==> src/rtl/modular_addsub_pipe.sv <==
// Two-stage modular add/sub/negate/pass pipeline over LANES independent coefficient lanes.
// S1 forms the raw (DATA_WIDTH+1)-bit value per lane; S2 applies one conditional correction.
module modular_addsub_pipe #(
  parameter int DATA_WIDTH = 16,
  parameter int LANES      = 4,
  parameter int TAG_WIDTH  = 8
) (
  input  logic                        clk,
  input  logic                        reset,
  input  logic [DATA_WIDTH-1:0]       modulus,
  input  logic [1:0]                  op,
  input  logic [LANES*DATA_WIDTH-1:0] in1,
  input  logic [LANES*DATA_WIDTH-1:0] in2,
  input  logic [TAG_WIDTH-1:0]        in_tag,
  input  logic                        in_valid,
  output logic                        in_ready,
  output logic [LANES*DATA_WIDTH-1:0] result,
  output logic [TAG_WIDTH-1:0]        out_tag,
  output logic                        out_valid,
  input  logic                        out_ready,
  output logic                        range_err,
  input  logic                        clear_err
);

  localparam int EW = DATA_WIDTH + 1;

  localparam logic [1:0] OP_ADD  = 2'b00;
  localparam logic [1:0] OP_SUB  = 2'b01;
  localparam logic [1:0] OP_NEG  = 2'b10;
  localparam logic [1:0] OP_PASS = 2'b11;

  logic                  s1_valid;
  logic [1:0]            s1_op;
  logic [DATA_WIDTH-1:0] s1_q;
  logic [TAG_WIDTH-1:0]  s1_tag;
  logic [LANES*EW-1:0]   s1_raw;
  logic [LANES-1:0]      s1_zero;

  logic [LANES*EW-1:0]         raw_next;
  logic [LANES-1:0]            zero_next;
  logic [LANES-1:0]            lane_err;
  logic [LANES*DATA_WIDTH-1:0] res_next;

  logic s1_load;
  logic s2_load;
  logic accept;
  logic b_checked;
  logic [EW-1:0] q_x;
  logic [EW-1:0] s1_q_x;

  // out_valid doubles as the S2 valid bit
  assign s2_load   = !out_valid || out_ready;
  assign s1_load   = !s1_valid || s2_load;
  assign in_ready  = s1_load;
  assign accept    = in_valid && in_ready;
  assign b_checked = (op == OP_ADD) || (op == OP_SUB);
  assign q_x       = {1'b0, modulus};
  assign s1_q_x    = {1'b0, s1_q};

  for (genvar i = 0; i < LANES; i++) begin : g_lane
    logic [EW-1:0]         a_x;
    logic [EW-1:0]         b_x;
    logic [EW-1:0]         raw;
    logic [EW-1:0]         raw_s1;
    logic [DATA_WIDTH-1:0] fixd;

    assign a_x = {1'b0, in1[i*DATA_WIDTH +: DATA_WIDTH]};
    assign b_x = {1'b0, in2[i*DATA_WIDTH +: DATA_WIDTH]};

    always_comb begin
      raw = a_x;
      case (op)
        OP_ADD:  raw = a_x + b_x;
        OP_SUB:  raw = a_x - b_x;
        OP_NEG:  raw = q_x - a_x;
        OP_PASS: raw = a_x;
        default: raw = a_x;
      endcase
    end

    assign raw_next[i*EW +: EW] = raw;
    assign zero_next[i]         = (a_x == '0);
    assign lane_err[i]          = (a_x >= q_x) || (b_checked && (b_x >= q_x));

    // Correction is done in DATA_WIDTH bits; the extra raw bit only steers the decision.
    assign raw_s1 = s1_raw[i*EW +: EW];

    always_comb begin
      fixd = raw_s1[DATA_WIDTH-1:0];
      case (s1_op)
        OP_ADD:  fixd = (raw_s1 >= s1_q_x) ? raw_s1[DATA_WIDTH-1:0] - s1_q
                                           : raw_s1[DATA_WIDTH-1:0];
        OP_SUB:  fixd = raw_s1[EW-1] ? raw_s1[DATA_WIDTH-1:0] + s1_q
                                     : raw_s1[DATA_WIDTH-1:0];
        OP_NEG:  fixd = s1_zero[i] ? '0 : raw_s1[DATA_WIDTH-1:0];
        default: fixd = raw_s1[DATA_WIDTH-1:0];
      endcase
    end

    assign res_next[i*DATA_WIDTH +: DATA_WIDTH] = fixd;
  end

  always_ff @(posedge clk or posedge reset) begin
    if (reset) begin
      s1_valid <= 1'b0;
      s1_op    <= '0;
      s1_q     <= '0;
      s1_tag   <= '0;
      s1_raw   <= '0;
      s1_zero  <= '0;
    end else if (s1_load) begin
      s1_valid <= in_valid;
      if (in_valid) begin
        s1_op   <= op;
        s1_q    <= modulus;
        s1_tag  <= in_tag;
        s1_raw  <= raw_next;
        s1_zero <= zero_next;
      end
    end
  end

  always_ff @(posedge clk or posedge reset) begin
    if (reset) begin
      out_valid <= 1'b0;
      result    <= '0;
      out_tag   <= '0;
    end else if (s2_load) begin
      out_valid <= s1_valid;
      if (s1_valid) begin
        result  <= res_next;
        out_tag <= s1_tag;
      end
    end
  end

  // A new error wins over a simultaneous clear
  always_ff @(posedge clk or posedge reset) begin
    if (reset) begin
      range_err <= 1'b0;
    end else if (accept && (|lane_err)) begin
      range_err <= 1'b1;
    end else if (clear_err) begin
      range_err <= 1'b0;
    end
  end

endmodule
==> config.mk <==
export PLATFORM = sky130hd
export DESIGN_NAME = modular_addsub_pipe
export DESIGN_NICKNAME = d
export VERILOG_FILES = /design/src/rtl/modular_addsub_pipe.sv
export SDC_FILE = /design/constraint.sdc
export NUM_CORES = 1
export LEC_CHECK = 0
export ABC_AREA = 0
export CORE_MARGIN = 2
export CORE_UTILIZATION = 40
export CTS_CLUSTER_SIZE = 28
export DETAILED_ROUTE_END_ITERATION = 6
export GPL_TIMING_DRIVEN = 0
export PLACE_DENSITY = 0.57
export SLEW_MARGIN = 20
export SYNTH_ARGS = -nofsm -noshare
export SYNTH_HDL_FRONTEND = slang
export SYNTH_SLANG_ARGS = --single-unit
==> constraint.sdc <==
create_clock -name clk -period 8 [get_ports clk]
set_input_delay 2.4 -clock clk [delete_from_list [all_inputs] [get_ports clk]]
set_output_delay 2.4 -clock clk [all_outputs]
set_load 0.1 [all_outputs]
# --- Yosys cells after proc, flatten, opt, wreduce, memory -nomap -nowiden ---
# Index checks and enable logic that the tools add are counted.
totals:
  reg_bits: 173
  inputBits: 159
op_classes:
  n_addsub: 20
  n_lt_le_gt_ge: 12
  n_eq_ne: 5
  n_mux: 22
  n_reduce_logical: 25
op_table:
  columns: ["op", "count"]
  rows:
  - ["17-bit one-hot mux with 4 select lines", 4]
  - ["16-bit two-way mux", 12]
  - ["16-bit one-hot mux with 3 select lines", 4]
  - ["16-bit by 16-bit subtractor with 17-bit output", 8]
  - ["16-bit >= comparator", 8]
  - ["16-bit by 16-bit adder with 17-bit output", 4]
  - ["17-bit by 16-bit >= comparator with 1-bit output", 4]
  - ["17-bit logical NOT", 4]
  - ["16-bit adder", 4]
  - ["16-bit subtractor", 4]
  - ["1-bit logical OR", 7]
  - ["2-bit == test (second input constant)", 3]
  - ["1-bit logical AND", 6]
  - ["2-bit by 1-bit == test with 1-bit output (second input constant)", 2]
  - ["2-bit logical NOT", 2]
  - ["2-bit AND reduction", 2]
  - ["4-bit OR reduction", 1]
  - ["1-bit logical NOT", 2]
  - ["1-bit two-way mux", 2]
  - ["2-bit nonzero test", 1]

# --- Depth between registers and ports, before layout ---
# Gate-level depths: netlist of the first run.
depth:
  ltp_word: 7
  depth_mapped: 17
  ltp_nobuf: 17

# --- Worst setup path after synthesis of the first run ---
# OpenSTA, ideal clock, no wires.
synth_path:
  path_kind: "input-to-reg"
  from: "in op[0]"
  to: "reg s1_raw[48]"
  t_arrival_ps: 5600
  setup_slack_ps: 2264
  stages: 16
  path_buffers: 2
  cell_sequence: "inv_2 nor2_1 clkbuf_1 buf_1 nor2_1 xnor2_1 ha_1 a21o_1 a21o_1 a2111oi_0 nor3_1 nor3_1 nor2_1 a31oi_1 xor2_1 o21ai_0"
synth_between:
  elab_chain_cells: 2
  elab_cells_between_ends: 5
  cone_classes: "3 x eq/ne; 1 x mux; 1 x reduce/logical"
synth_rtl:
  columns: ["item", "line", "text"]
  rows:
  - ["start, declared", "11", "input logic [1:0] op,"]
  - ["2-bit == test (tied with other cells)", "72", "case (op)"]
  - ["17-bit one-hot mux with 4 select lines *", "72", null]
  - ["end signal, assigned", "117", "s1_raw <= raw_next;"]
  - ["end, declared", "36", "logic [LANES*EW-1:0] s1_raw;"]
# Every way passes the cells marked *; elsewhere a longest branch is shown, timed or not.
# A chain may end at the register's enable or synchronous reset.

# --- Worst setup path in the final report of the first run ---
layout_path:
  from: "in op[0]"
  to: "reg s1_raw[50]"
# Same word-level chain as after synthesis.

==> results.txt, run 1 <==
Setup CP Type -> in2reg
Syn_area_per_cell -> 7.61 um2
DRC -> 0
Leak Pwr -> 11.9 nW
Fillers -> 5796
Yosys reg bits -> 173
Worst hold path type -> reg2reg
Via-per-instance ratio -> 6.23
Hold_ws -> 0.477 ns
Initial antenna violation count -> 1
Crit-path max cell delay -> 0.64 ns
Via count -> 25400
DR iter-0 viols -> 2371
Max IR drop VDD -> 0.000330 V
Port Buffers -> 233
Post-Syn Instances -> 3042
Slowest CP cell -> clkdlybuf4s50_1
Largest net degree at the start of global routing -> 99
RSZ-0062 raised after global routing -> no
Final Hold Viols -> 0
Post-DP HPWL -> 88700 um
Gpl congestion -> 1.02
Die height -> 245 um
Status -> complete, no violations
Leading area contributor after synthesis -> dfrtp_1
Number of diodes -> 0
Cell with the most instances after synthesis -> ha_1
# hold bufs at CTS -> 0
Post-synthesis cell area -> 23100 um2
Minimum clock period after layout -> 7.82 ns
Max_slew headroom -> 19.5%
Seq/Total Area, Yosys -> 18.7%
Clk buf depth -> 2
Fin crit share -> 97.7%
Post-layout nets -> 3790
Fraction of registers with async set/reset -> 100%
Clock Root Buffer -> clkbuf_16
Initial Utilization -> 40.3%
Number of nets with antenna violations after routing -> 0
Synthesis-to-layout area growth -> 17.1%
First-pass GRT wire length -> 160000 um
Fmax -> 128 MHz
Synth top cells by count -> 320 x ha_1, 301 x nand2_1, 263 x nor2_1
Max cap viols -> 0
Clock sink count -> 173
TritonCTS clock tree -> yes
Final Max Tran Viols -> 0
Pwr Density -> 270 nW/um2
Syn nets -> 3537
TritonCTS buffer count -> 17
Critical path peak fanout -> 10
IO Pins -> 234
Synth area leaders -> dfrtp_1 19%, ha_1 17%, o21ai_0 5.6%
Yosys warns -> 0
Detailed-route wire length -> 111000 um
Clock Latency Late Sink -> 0.48 ns
Crit start category -> primary input
Synth cell types -> 84
Final Instance Area -> 27100 um2
GRT Resource Usage Total -> 36.4%
Post-synth EDFFs -> 0
Critical Path End Type -> flop
Clock slew at reported path FFs -> 0.09 ns
Share of layout cells above drive strength 1 -> 3.08%
Drt pass-1 iters -> 6
Yosys top cell area share -> 18.7%
Worst EP required -> 8.37 ns
Wire length per cell -> 27.3 um
Final Power -> 7.31 mW
Placement row count -> 88
Die area -> 59800 um2
Grt ovf -> 0
Final core occ -> 47.1%
Clock Skew -> 0.0179 ns
Area after DPL -> 26500 um2
Critical-path cell list -> clkdlybuf4s50_1, inv_2, nor2_2, clkbuf_1, buf_1, nor2_1, xnor2_1, ha_1, a21o_1, a21o_1, a2111oi_0, nor3_1, nor3_1, o31ai_1, xor2_1, o211ai_1, o21a_1
Number of global-route vias before repair -> 24500
CTS HTree Levels -> 4
Chip width -> 245 um
Arr. time, crit path -> 8.18 ns
Worst Tran Pin Value -> 1.19 ns
Top_reg_cell synth -> dfrtp_1
Setup violations, final -> 0
Setup Buffers After CTS -> 0
Core ar. -> 57500 um2
## through the flow
stage | setup WS (ns) | setup TNS (ns) | cells
floorplan | 0.912 | 0 | 3042
global placement | -1.74 | -295.09 | 4040
detailed placement | -0.465 | -1.46 | 4041
CTS | 0.0374 | 0 | 4073
global route | 0.176 | 0 | 4073
finish | 0.183 | 0 | 4073
## sequential cells by signal, indices dropped and copies added (netlist names)
name,flops
out_tag,8
out_valid,1
range_err,1
result,64
s1_op,2
s1_q,16
s1_raw,68
s1_tag,8
s1_valid,1
s1_zero,4
## critical path: cells and delay by family
family	cells	cell delay (ns)
xor gates and xnor gates	2	0.61
buffers and inverters	4	2.02
and+or+nand+nor	4	1.23
AOI/OAI and AO/OA	6	1.58
adders and majority gates	1	0.31
## report_power, final
part | internal (mW) | switching (mW) | leakage, nW
logic | 1.57 | 3.35 | 9.52
registers | 1.12 | 0.350 | 2.06
clock network | 0.432 | 0.488 | 0.304
total | 3.13 | 4.18 | 11.9
## cell type report
class                   instances  area [um2]  area share (%)
clock buffers                  17         425            1.57
repair buffers                234        2360            8.71
clock inverters                15         204           0.753
flip-flops and latches        173        4330            16.0
multi-input cells            2550       17600            64.9
plain buffers                 124         488            1.80
well taps                     765         957            3.53
inverters                     195         739            2.73
## cell families after synthesis
group           Yosys count  share of synthesized area, %
xor+xnor                198                          7.50
compound gates         1032                          29.1
fa+ha+maj               336                          18.7
flops                   173                          18.7
buf+inv                 319                          5.27
mux                      35                          1.55
simple gates            949                          19.2
## layout by cell type (no fill, tap or decap), drive strengths merged, types with 40 or more instances in the layout
master	count
ha	320
nand2	301
nor2	263
o21ai	261
a21oi	257
clkdlybuf4s50	233
inv	201
dfrtp	173
xnor2	120
clkbuf	120
a21o	83
nor3	79
xor2	78
nand2b	50
a221oi	42
o211ai	41
a31oi	40
## layer usage
| layer | routed length [um] | up-vias | track usage [%] | part of all wire (%) |
|---|---|---|---|---|
| met5 | 11 | - | 0 | 0.0099 |
| met4 | 7000 | 2 | 20.7 | 6.3 |
| met3 | 8450 | 282 | 4.42 | 7.6 |
| met2 | 50200 | 1276 | 59.3 | 45 |
| met1 | 45400 | 12200 | 46.6 | 41 |
| li1 | - | 11600 | - | - |
## final timing paths
check | start | end | slack [ns] | cells past startpoint
max | op[0] | s1_raw[50]$_DFFE_PP0P_ | 0.18 | 17
min | s1_tag[2]$_DFFE_PP0P_ | out_tag[2]$_DFFE_PP0P_ | 0.48 | 2
max reg2reg | s1_q[8]$_DFFE_PP0P_ | result[46]$_DFFE_PP0P_ | 3.29 | 12
min reg2reg | s1_tag[2]$_DFFE_PP0P_ | out_tag[2]$_DFFE_PP0P_ | 0.48 | 2
max in group asynchronous | reset | result[28]$_DFFE_PP0P_ | 4.68 | 3
min in group asynchronous | reset | result[42]$_DFFE_PP0P_ | 2.36 | 2
## timing repair
| action | CTS | global route |
|---|---|---|
| gates resized for setup | 0 | 1 |
| hold endpoints to repair | 0 | 0 |
| setup endpoints to repair | 0 | 2 |
Note: power is estimated with default switching activity, not from simulation.
==> run 2: changes to the inputs <==
SETUP_SLACK_MARGIN = 0.5   (was not set)
SLEW_MARGIN = not set   (was 20)
==> results.txt, run 2 (synthesis gave the netlist of run 1 again) <==
Status -> complete, no violations
Port Buffers -> 233
TritonCTS buffer count -> 17
Most frequent cells in the layout -> 320 x ha_1, 301 x nand2_1, 262 x nor2_1, 259 x o21ai_0, 255 x a21oi_1
Reg with most FFs -> s1_raw
Clock Skew -> 0.0200 ns
Max reg flops -> 68
Wire length per cell -> 27.4 um
Fillers -> 5893
Post-DP HPWL -> 88800 um
Worst EP required -> 8.37 ns
Detailed-route wire length -> 111000 um
Die area -> 59800 um2
Critical Path End Type -> flop
Top sig layer -> met5
Final Max Tran Viols -> 0
Number of global-route vias before repair -> 24500
Post-layout nets -> 3790
Critical path peak fanout -> 10
IO Pins -> 234
RSZ-0062 raised after global routing -> no
Setup CP Type -> in2reg
Crit-path max cell delay -> 0.67 ns
Max_slew headroom -> 15.8%
Grt ovf -> 0
Crit start category -> primary input
Setup violations, final -> 0
Fin crit share -> 93.7%
Post-Route M1 WL -> 45300 um
Hold Path Origin -> s1_tag[4]$_DFFE_PP0P_
Max IR drop VDD -> 0.000331 V
Clock slew at reported path FFs -> 0.09 ns
Worst hold path type -> reg2reg
Area after DPL -> 26500 um2
Clock Root Buffer -> clkbuf_16
Setup Buffers After CTS -> 0
Number of nets with antenna violations after routing -> 0
Share of layout cells above drive strength 1 -> 3.08%
TritonCTS clock tree -> yes
Initial Utilization -> 40.3%
Via-per-instance ratio -> 6.25
Drt pass-1 iters -> 7
Largest net degree at the start of global routing -> 110
Arr. time, crit path -> 7.87 ns
Worst flop-to-flop path endpoint -> result[53]$_DFFE_PP0P_
Fmax -> 133 MHz
Minimum clock period after layout -> 7.50 ns
Number of diodes -> 0
DR WL met3 -> 8900 um
Finished Layout Cells -> 4073
Slowest CP cell -> clkdlybuf4s50_1
Gpl congestion -> 1.02
Chip width -> 245 um
Leak Pwr -> 11.9 nW
Critical-path cell list -> clkdlybuf4s50_1, inv_2, nor2_4, clkbuf_1, buf_2, nor2_1, xnor2_1, ha_1, a21o_1, a21o_1, a2111oi_0, nor3_1, nor3_1, o31ai_1, xor2_1, o211ai_1, o21a_1
Initial antenna violation count -> 2
Final Hold Viols -> 0
R2R depth -> 11
Die height -> 245 um
Reg2reg start -> s1_q[1]$_DFFE_PP0P_
Worst Tran Pin Value -> 1.25 ns
Internal reg-to-reg setup slack -> 3.15 ns
Hold depth -> 2
DR iter-0 viols -> 2398
Placed cells -> 4041
Hold Crit Endpoint -> out_tag[4]$_DFFE_PP0P_
DRC -> 0
Met2 WL post-DR -> 50600 um
Placement row count -> 88
CTS HTree Levels -> 4
Max cap viols -> 0
Final Instance Area -> 27100 um2
Most common cell after layout, fill and taps aside -> ha_1
Clock Latency Late Sink -> 0.48 ns
Clk buf depth -> 2
First-pass GRT wire length -> 161000 um
GRT Resource Usage Total -> 36.5%
Pwr Density -> 270 nW/um2
Largest regs -> s1_raw (68), result (64), s1_q (16)
Via count -> 25400
Clock sink count -> 173
Synthesis-to-layout area growth -> 17.1%
Core ar. -> 57500 um2
## run 2: through the flow
stage	total power, mW	hold WS, ns	setup TNS (ns)	setup slack (ns)	util [%]
6_report	7.33	0.470	0	0.502	47.1
5_1_grt	7.70	0.501	0	0.526	47.1
4_1_cts	7.24	0.473	0	0.507	47.1
3_5_place_dp	6.31	0.450	-1.78	-0.526	46.0
3_3_place_gp	6.26	0.448	-295.09	-1.74	46.0
2_1_floorplan	4.83	0.439	0	0.912	-
## run 2: worst max path at each step
stage	startpoint	to	slack [ns]
after CTS	op[0]	s1_raw[50]$_DFFE_PP0P_	0.51
after global placement	reset	result[24]$_DFFE_PP0P_	-1.74
after detailed placement	op[0]	s1_raw[50]$_DFFE_PP0P_	-0.53
after global routing	op[0]	s1_raw[50]$_DFFE_PP0P_	0.53
final	op[0]	s1_raw[50]$_DFFE_PP0P_	0.50
after floorplan	reset	out_tag[0]$_DFFE_PP0P_	0.91
## run 2: layout make-up
cell class	instances	area [um2]	area share, %
plain buffers	124	489	1.81
clock buffers	17	425	1.57
clock inverters	15	204	0.753
inverters	195	739	2.73
multi-input cells	2550	17600	64.9
flip-flops and latches	173	4330	16.0
well taps	765	957	3.53
repair buffers	234	2360	8.71
## run 2: worst max-delay path: cells and delay by family
| kind | cells | cell delay [ns] |
|---|---|---|
| simple gates | 4 | 1.03 |
| xor+xnor | 2 | 0.57 |
| compound gates | 6 | 1.63 |
| buf+inv | 4 | 1.90 |
| fa+ha+maj | 1 | 0.31 |
## run 2: repair_timing
| action | CTS | global route |
|---|---|---|
| hold buffers | 0 | 0 |
| resized for setup | 2 | 1 |
| endpoints found under the setup margin | 9 | 3 |
| gates cloned | 0 | 0 |
## run 2: metal layers
| metal | track usage, % | up-vias |
|---|---|---|
| li1 | - | 11600 |
| met1 | 46.9 | 12200 |
| met2 | 60.0 | 1337 |
| met3 | 4.50 | 280 |
| met4 | 18.8 | 4 |
| met5 | 0 | - |
## run 2: report_power, final
part,leakage [nW],internal (mW),switching (mW)
Clock,0.304,0.435,0.489
Combinational,9.52,1.57,3.36
Sequential,2.06,1.12,0.346
